[config.mk]
export PLATFORM = sky130hd
export DESIGN_NAME = initiator_cale_de_control
export DESIGN_NICKNAME = d
export VERILOG_FILES = /design/src/rtl/initiator_cale_de_control.sv
export SDC_FILE = /design/constraint.sdc
export NUM_CORES = 1
export LEC_CHECK = 0
export ABC_CLOCK_PERIOD_IN_PS = 5700
export CORE_MARGIN = 5
export CORE_UTILIZATION = 56
export DETAILED_ROUTE_END_ITERATION = 16
export PLACE_DENSITY = 0.84
export SLEW_MARGIN = 20
export SYNTH_ARGS = -nofsm -noshare
export SYNTH_HDL_FRONTEND = slang
export SYNTH_SLANG_ARGS = --single-unit
[constraint.sdc]
create_clock -name clk -period 5.7 [get_ports clk]
set_input_delay 1.14 -clock clk [delete_from_list [all_inputs] [get_ports clk]]
set_output_delay 1.14 -clock clk [all_outputs]
set_load 0.01 [all_outputs]
[src/rtl/initiator_cale_de_control.sv]
// Host-side start/busy/readyS initiator: operand FIFO, start pulse of START_CYC cycles, result capture.
// op_ready drops while the FIFO is full; `define TIMEOUT_EN adds a sticky abort on stuck WAIT states.
module initiator_cale_de_control #(
  parameter int width     = 8,
  parameter int DEPTH     = 4,
  parameter int START_CYC = 2,
  parameter int TIMEOUT   = 64
) (
  input  logic             clk,
  input  logic             reset,
  input  logic             op_valid,
  output logic             op_ready,
  input  logic [width-1:0] op_data,
  output logic             start,
  output logic [width-1:0] operand_out,
  input  logic             busy,
  input  logic             readyS,
  input  logic [width-1:0] result_in,
  output logic             res_valid,
  output logic [width-1:0] res_data,
  output logic [7:0]       txn_cnt,
  output logic             timeout_err
);
  localparam int AW = $clog2(DEPTH);
  localparam int SW = $clog2(START_CYC + 1);
  localparam logic [AW:0] FULL_CNT = (AW+1)'(DEPTH);

  if (DEPTH < 2 || (DEPTH & (DEPTH - 1)) != 0) begin : g_bad_depth
    $error("DEPTH must be a power of two >= 2");
  end
  if (START_CYC < 2) begin : g_bad_start
    $error("START_CYC must be >= 2");
  end
  if (TIMEOUT < 1) begin : g_bad_timeout
    $error("TIMEOUT must be >= 1");
  end

  typedef enum logic [2:0] {
    IDLE, START_HI, START_LO, WAIT_BUSY, WAIT_DONE, CAPTURE
  } state_t;

  state_t           state;
  logic [SW-1:0]    st_cnt;
  logic [width-1:0] mem [DEPTH];
  logic [AW-1:0]    wr_ptr, rd_ptr;
  logic [AW:0]      count;
  logic             push, pop, timeout_hit;

  // A full FIFO refuses the write even when the FSM pops in the same cycle.
  assign op_ready = (count != FULL_CNT);
  assign push     = op_valid & op_ready;
  assign pop      = (state == IDLE) && (count != '0) && readyS;

  always_ff @(posedge clk) begin
    if (push) mem[wr_ptr] <= op_data;
  end

  always_ff @(posedge clk) begin
    if (reset) begin
      wr_ptr <= '0;
      rd_ptr <= '0;
      count  <= '0;
    end else begin
      if (push) wr_ptr <= wr_ptr + 1'b1;
      if (pop)  rd_ptr <= rd_ptr + 1'b1;
      case ({push, pop})
        2'b10:   count <= count + 1'b1;
        2'b01:   count <= count - 1'b1;
        default: count <= count;
      endcase
    end
  end

  always_ff @(posedge clk) begin
    if (reset) begin
      state       <= IDLE;
      start       <= 1'b0;
      st_cnt      <= '0;
      operand_out <= '0;
      res_valid   <= 1'b0;
      res_data    <= '0;
      txn_cnt     <= '0;
    end else begin
      res_valid <= 1'b0;
      case (state)
        IDLE: begin
          if (pop) begin
            operand_out <= mem[rd_ptr];
            start       <= 1'b1;
            st_cnt      <= SW'(1);
            state       <= START_HI;
          end
        end
        START_HI: begin
          if (st_cnt == SW'(START_CYC)) begin
            start <= 1'b0;
            state <= START_LO;
          end else begin
            st_cnt <= st_cnt + 1'b1;
          end
        end
        START_LO: state <= WAIT_BUSY;
        WAIT_BUSY: begin
          if (busy)             state <= WAIT_DONE;
          else if (timeout_hit) state <= IDLE;
        end
        // busy dominates: readyS alone does not end the transaction
        WAIT_DONE: begin
          if (!busy && readyS)  state <= CAPTURE;
          else if (timeout_hit) state <= IDLE;
        end
        CAPTURE: begin
          res_data  <= result_in;
          res_valid <= 1'b1;
          txn_cnt   <= txn_cnt + 1'b1;
          state     <= IDLE;
        end
        default: state <= IDLE;
      endcase
    end
  end

`ifdef TIMEOUT_EN
  localparam int TW = $clog2(TIMEOUT + 1);
  logic [TW-1:0] to_cnt;
  logic          in_wait, leave_wait;

  assign in_wait     = (state == WAIT_BUSY) || (state == WAIT_DONE);
  assign leave_wait  = ((state == WAIT_BUSY) && busy) ||
                       ((state == WAIT_DONE) && !busy && readyS);
  // Hits on the TIMEOUT-th consecutive cycle spent in one WAIT state.
  assign timeout_hit = in_wait && (to_cnt == TW'(TIMEOUT - 1));

  always_ff @(posedge clk) begin
    if (reset) begin
      to_cnt      <= '0;
      timeout_err <= 1'b0;
    end else begin
      if (!in_wait || leave_wait || timeout_hit) to_cnt <= '0;
      else                                       to_cnt <= to_cnt + 1'b1;
      if (timeout_hit && !leave_wait) timeout_err <= 1'b1;
    end
  end
`else
  assign timeout_hit = 1'b0;
  assign timeout_err = 1'b0;
`endif

endmodule
After elaboration in Yosys (flattened, before gate mapping)
Memories as Yosys holds them, arrays and structs flattened. A register that Yosys moved wholly into a read port is not among the register bits.
Index checks and enable logic that the tools add are counted.
- memories: 1
- flip-flop bits (word level): 30
- RAM bits: 32
- logic and storage cells: 58
- bitwise operators: 1
- reductions and logical operators: 12
- eq/ne operators: 14
- mux-type cells: 15
- add/subtract/negate cells: 6
- memories (memory ; words ; width ; rd ports ; clocked after memory_dff ; wr ports ; line ; RTL):
    mem ; 4 ; 8 ; 1 ; 1 ; 1 ; 44 ; logic [width-1:0] mem [DEPTH];
- operator list (operator ; count):
    case mux 3 bit (5 select lines) ; 1
    2-to-1 mux 3 bit ; 4
    inequality test 2 bit (second input constant) ; 5
    adder 8 x 1 -> 8 bit (second input constant) ; 1
    adder 2 x 1 -> 2 bit (second input constant) ; 3
    equality test 3 x 2 -> 1 bit (second input constant) ; 2
    equality test 3 bit (second input constant) ; 2
    case mux 3 bit (2 select lines) ; 1
    AND reduction 3 bit ; 2
    2-to-1 mux 1 bit ; 5
    equality test 2 bit (second input constant) ; 2
    2-to-1 mux 2 bit ; 2
    case mux 2 bit (2 select lines) ; 1
    AND reduction 4 bit ; 1
    nonzero test 2 bit ; 2
    adder 3 x 1 -> 3 bit (second input constant) ; 1
    equality test 3 x 1 -> 1 bit (second input constant) ; 1
    logical AND 1 bit ; 3
    logical NOT 3 bit ; 1
    inequality test 3 bit (second input constant) ; 1
    nonzero test 3 bit ; 1
    subtractor 3 x 1 -> 3 bit (second input constant) ; 1
    equality test 2 x 1 -> 1 bit (second input constant) ; 1
    case mux 1 bit (2 select lines) ; 1
    other kinds (3) ; 3

Depth between registers and ports, before layout
- word-level depth: 5
- gate-level depth with buffers: 11
- gate-level depth less buffers: 9

Least setup slack after synthesis
OpenSTA, ideal clock, no wires.
- path kind: input to register
- from: input readyS
- to: register count[2]
- stages on the path: 10
- arrival time: 2.849 ns
- data required time: 5.630 ns
- setup time: 0.070 ns
- setup slack: 2.781 ns
- cells stage by stage: nor4b_4 > nand2_4 > inv_4 > buf_12 > ha_1 > inv_1 > fa_1 > xor2_1 > or3_1 > a21oi_1
- longest elaborated chain between the ends: 3
- ends and longest elaborated chain (what ; line ; RTL):
    start, declared ; 17 ; input logic readyS,
    logical AND 1 bit (*) ; 52 ; assign pop = (state == IDLE) && (count != '0) && readyS;
    net pop ; 47 ; logic push, pop, timeout_hit;
    equality test 2 x 1 -> 1 bit or equality test 2 bit (tied branches) ; 66 ; case ({push, pop})
    case mux 3 bit (2 select lines) or nonzero test 2 bit (tied branches) ; - ;
    end signal, assigned ; 67 ; 2'b10: count <= count + 1'b1;
    end signal, assigned ; 68 ; 2'b01: count <= count - 1'b1;
    end signal, assigned ; 69 ; default: count <= count;
    end, declared ; 46 ; logic [AW:0] count;
Mark *: on every way through the listed nets, which the timed path passes. The rest lies on a longest branch.
A chain may end at the register's enable or synchronous reset.

Worst setup path in the final report
- from: input readyS
- to: register count[2]
- longest elaborated chain between the ends: 3
- ends and longest elaborated chain (what ; line):
    logical AND 1 bit (*) ; 52
    equality test 2 x 1 -> 1 bit or equality test 2 bit (tied branches) ; 66
    case mux 3 bit (2 select lines) or nonzero test 2 bit (tied branches) ; -
Mark *: on every way between the ends. The rest lies on a longest branch, timed or not.

==> flow_metrics.env <==
export IMPL_syn_nets=265
export IMPL_numCtsBuffers=9
export IMPL_grt_max_degree=39
export IMPL_dp_slack_ns=2.10
export IMPL_row_count=26
export IMPL_antennaDiodeCount=0
export IMPL_async_flop_share=0
export IMPL_max_freq_ghz=0.308
export IMPL_postCtsHoldBufs=0
export IMPL_grt_antenna_before_repair=0
export IMPL_max_cap_viol_count=0
export IMPL_endpoint_kind="flop"
export IMPL_totalWireLength_mm=5.26
export IMPL_synth_seq_area_share=0.600
export IMPL_whs_ns=0.453
export IMPL_drt_iter0_drc=121
export IMPL_finalCritPeriodShare=0.570
export IMPL_place_gp_congestion=0.726
export IMPL_cts_sinks=70
export IMPL_area_growth_pct=23.3
export IMPL_relSlewSlack=0.484
export IMPL_path_max_fanout=12
export IMPL_synth_cell_types=45
export IMPL_rsz0062_at_grt="false"
export IMPL_die_w_um=81.6
export IMPL_status="finished, final reports clean"
export IMPL_syn_area_per_cell_um2=12.2
export IMPL_vdd_drop_max_uv=261
export IMPL_grt_overflow=0
export IMPL_r2r_start="state[1]"
export IMPL_ant_nets=0
export IMPL_coreArea_um2=5040
export IMPL_cp_arrival_ns=3.52
export IMPL_whs_path_depth=2
export IMPL_die_h_um=81.6
export IMPL_grt_usage=0.178
export IMPL_vias_per_cell=5.22
export IMPL_leakage_nw=1.23
export IMPL_grt_pass1_vias=1831
export IMPL_cts_root_buffer_cell="clkbuf_8"
export IMPL_p_per_area_nw_per_um2=389
export IMPL_post_cts_resized=0
export IMPL_synthCells=236
export IMPL_rrSetupSlack_ns=3.29
export IMPL_finalWorstSetupSlack_ns=2.45
export IMPL_synth_flop_cell="dfxtp_1"
export IMPL_ios=49
export IMPL_vias=1869
export IMPL_dieArea_um2=6660
export IMPL_port_buffers=47
export IMPL_drive_above_1_share=0.118
export IMPL_synth_edf_count=32
export IMPL_start_util=0.569
export IMPL_tns_ns=0
export IMPL_skew_ns=0.00794
export IMPL_cts_tree="built"
export IMPL_worstSetupEndpoint="count[2]"
export IMPL_setup_viol=0
export IMPL_drtPass1Iterations=4
export IMPL_period_needed_ns=3.25
export IMPL_wl_per_cell_um=14.7
export IMPL_synth_seq_cells=70
export IMPL_dpl_hpwl_mm=3.67
export IMPL_clockBufferDepth=2
export IMPL_clkTransAtPathRegs_ns=0.07
export IMPL_layout_filler_cells=362
export IMPL_synth_cell_area_um2=2870
export IMPL_critical_path_class="primary input to flop"
export IMPL_r2r_cells=9
export IMPL_worstHoldStart="res_data[1]"
export IMPL_critPathRequiredTime_ns=5.97
export IMPL_worst_slew_pin_slew_ns=0.774
export IMPL_maxSlewViolCount=0
export IMPL_startpoint_type="primary input"
export IMPL_postCtsSetupRepairBufs=0
export IMPL_yosys_warnings=0
export IMPL_hold_viol=0
export IMPL_layout_nets=312
export IMPL_reg2reg_to="count[2]"
export IMPL_drc_errors=0
export IMPL_grt_pass1_wl_mm=8.69
export IMPL_worstHoldPathType="flop to flop"
export IMPL_htree_levels=3
export IMPL_insertion_delay_ns=0.34
export IMPL_worstSetupStartpoint="readyS"
[cell families (layout without fill, tap and decap cells)]
group,count (synthesis),after routing,share of synthesized area
flops,70,70,0.600
simple gates,85,85,0.152
mux,8,8,0.0627
buf+inv,21,73,0.0453
compound gates,32,32,0.0614
fa+ha+maj,8,8,0.0375
xor+xnor,11,11,0.0401
other cells,1,1,0.00131
[flip-flops by register name (all words and copies together) (netlist names)]
signal,cells
rd_ptr,2
start,1
wr_ptr,2
mem,32
operand_out,8
res_data,8
res_valid,1
count,3
st_cnt,2
txn_cnt,8
state,3
[synthesized netlist by cell type (2+ instances only)]
| master | count | area, um^2 |
|---|---|---|
| edfxtp_1 | 32 | 961 |
| buf_6 | 2 | 22.5 |
| inv_1 | 8 | 30.0 |
| a21oi_1 | 24 | 120 |
| clkbuf_1 | 3 | 11.3 |
| and3_1 | 5 | 31.3 |
| xnor2_1 | 4 | 35.0 |
| nand2_1 | 40 | 150 |
| nor2_1 | 15 | 56.3 |
| ha_1 | 7 | 87.6 |
| nand3_1 | 2 | 10.0 |
| nand3b_1 | 2 | 15.0 |
| nor3_1 | 4 | 20.0 |
| nand4_1 | 3 | 18.8 |
| buf_2 | 3 | 15.0 |
| a211oi_1 | 2 | 15.0 |
| o21ai_0 | 2 | 10.0 |
| dfxtp_1 | 38 | 761 |
| or3_1 | 2 | 12.5 |
| xor2_1 | 6 | 52.6 |
| mux4_2 | 8 | 180 |
[placed cells by master (no fill, tap or decap), types with 2 or more instances in the layout]
cell type	count
nor3_1	4
nor2_1	15
nand2_1	40
inv_1	8
xor2_1	6
a211oi_1	2
dfxtp_1	38
or3_1	2
clkbuf_8	9
o21ai_0	2
xnor2_1	4
nand3_1	2
clkinv_4	3
a21oi_1	24
nand3b_1	2
mux4_2	8
clkdlybuf4s50_1	47
and3_1	5
edfxtp_1	32
ha_1	7
nand4_1	3
[metrics by stage]
stage | instance area, um^2 | util | std cells | total power [mW]
global route | 3540 | 0.702 | 358 | 1.46
CTS | 3540 | 0.702 | 358 | 1.39
detailed placement | 3340 | 0.663 | 342 | 1.00
finish | 3540 | 0.702 | 358 | 1.38
global placement | 3340 | 0.663 | 342 | 0.987
floorplan | 2870 | - | 236 | 0.920
[worst max-delay path, stage by stage]
cell	delay [ns]
clkdlybuf4s50_1	0.51
nor4b_4	0.29
nand2_4	0.15
inv_4	0.17
ha_1	0.21
inv_1	0.06
fa_1	0.37
xor2_1	0.15
or3_1	0.30
a21oi_1	0.16
[power by group]
| group | internal [mW] | switching [mW] | total [mW] |
|---|---|---|---|
| registers | 0.591 | 0.0658 | 0.657 |
| logic | 0.180 | 0.151 | 0.330 |
| clock network | 0.205 | 0.185 | 0.390 |
[worst min-delay path by stage]
stage / slack, ns / end
after floorplan: 0.44 / st_cnt[0]
after CTS: 0.46 / res_data[2]
after detailed placement: 0.45 / res_data[3]
final: 0.45 / res_data[1]
after global placement: 0.44 / res_data[0]
after global routing: 0.47 / res_data[5]
[metal layers]
metal / vias up / share of wire / global-route usage
li1: 924 / - / -
met3: 9 / 0.049 / 0.0603
met5: - / 0 / 0
met1: 897 / 0.41 / 0.210
met2: 39 / 0.53 / 0.298
met4: 0 / 0.017 / 0.0731
[final cells by class]
class | count | area, um^2 | share of cell area
inverters | 9 | 36.3 | 0.0102
flip-flops and latches | 70 | 1720 | 0.486
repair buffers | 48 | 478 | 0.135
well taps | 70 | 87.6 | 0.0247
clock buffers | 10 | 128 | 0.0360
multi-input cells | 145 | 1020 | 0.288
clock inverters | 6 | 70.1 | 0.0198
No activity file was read; power rests on OpenSTA's default activity.
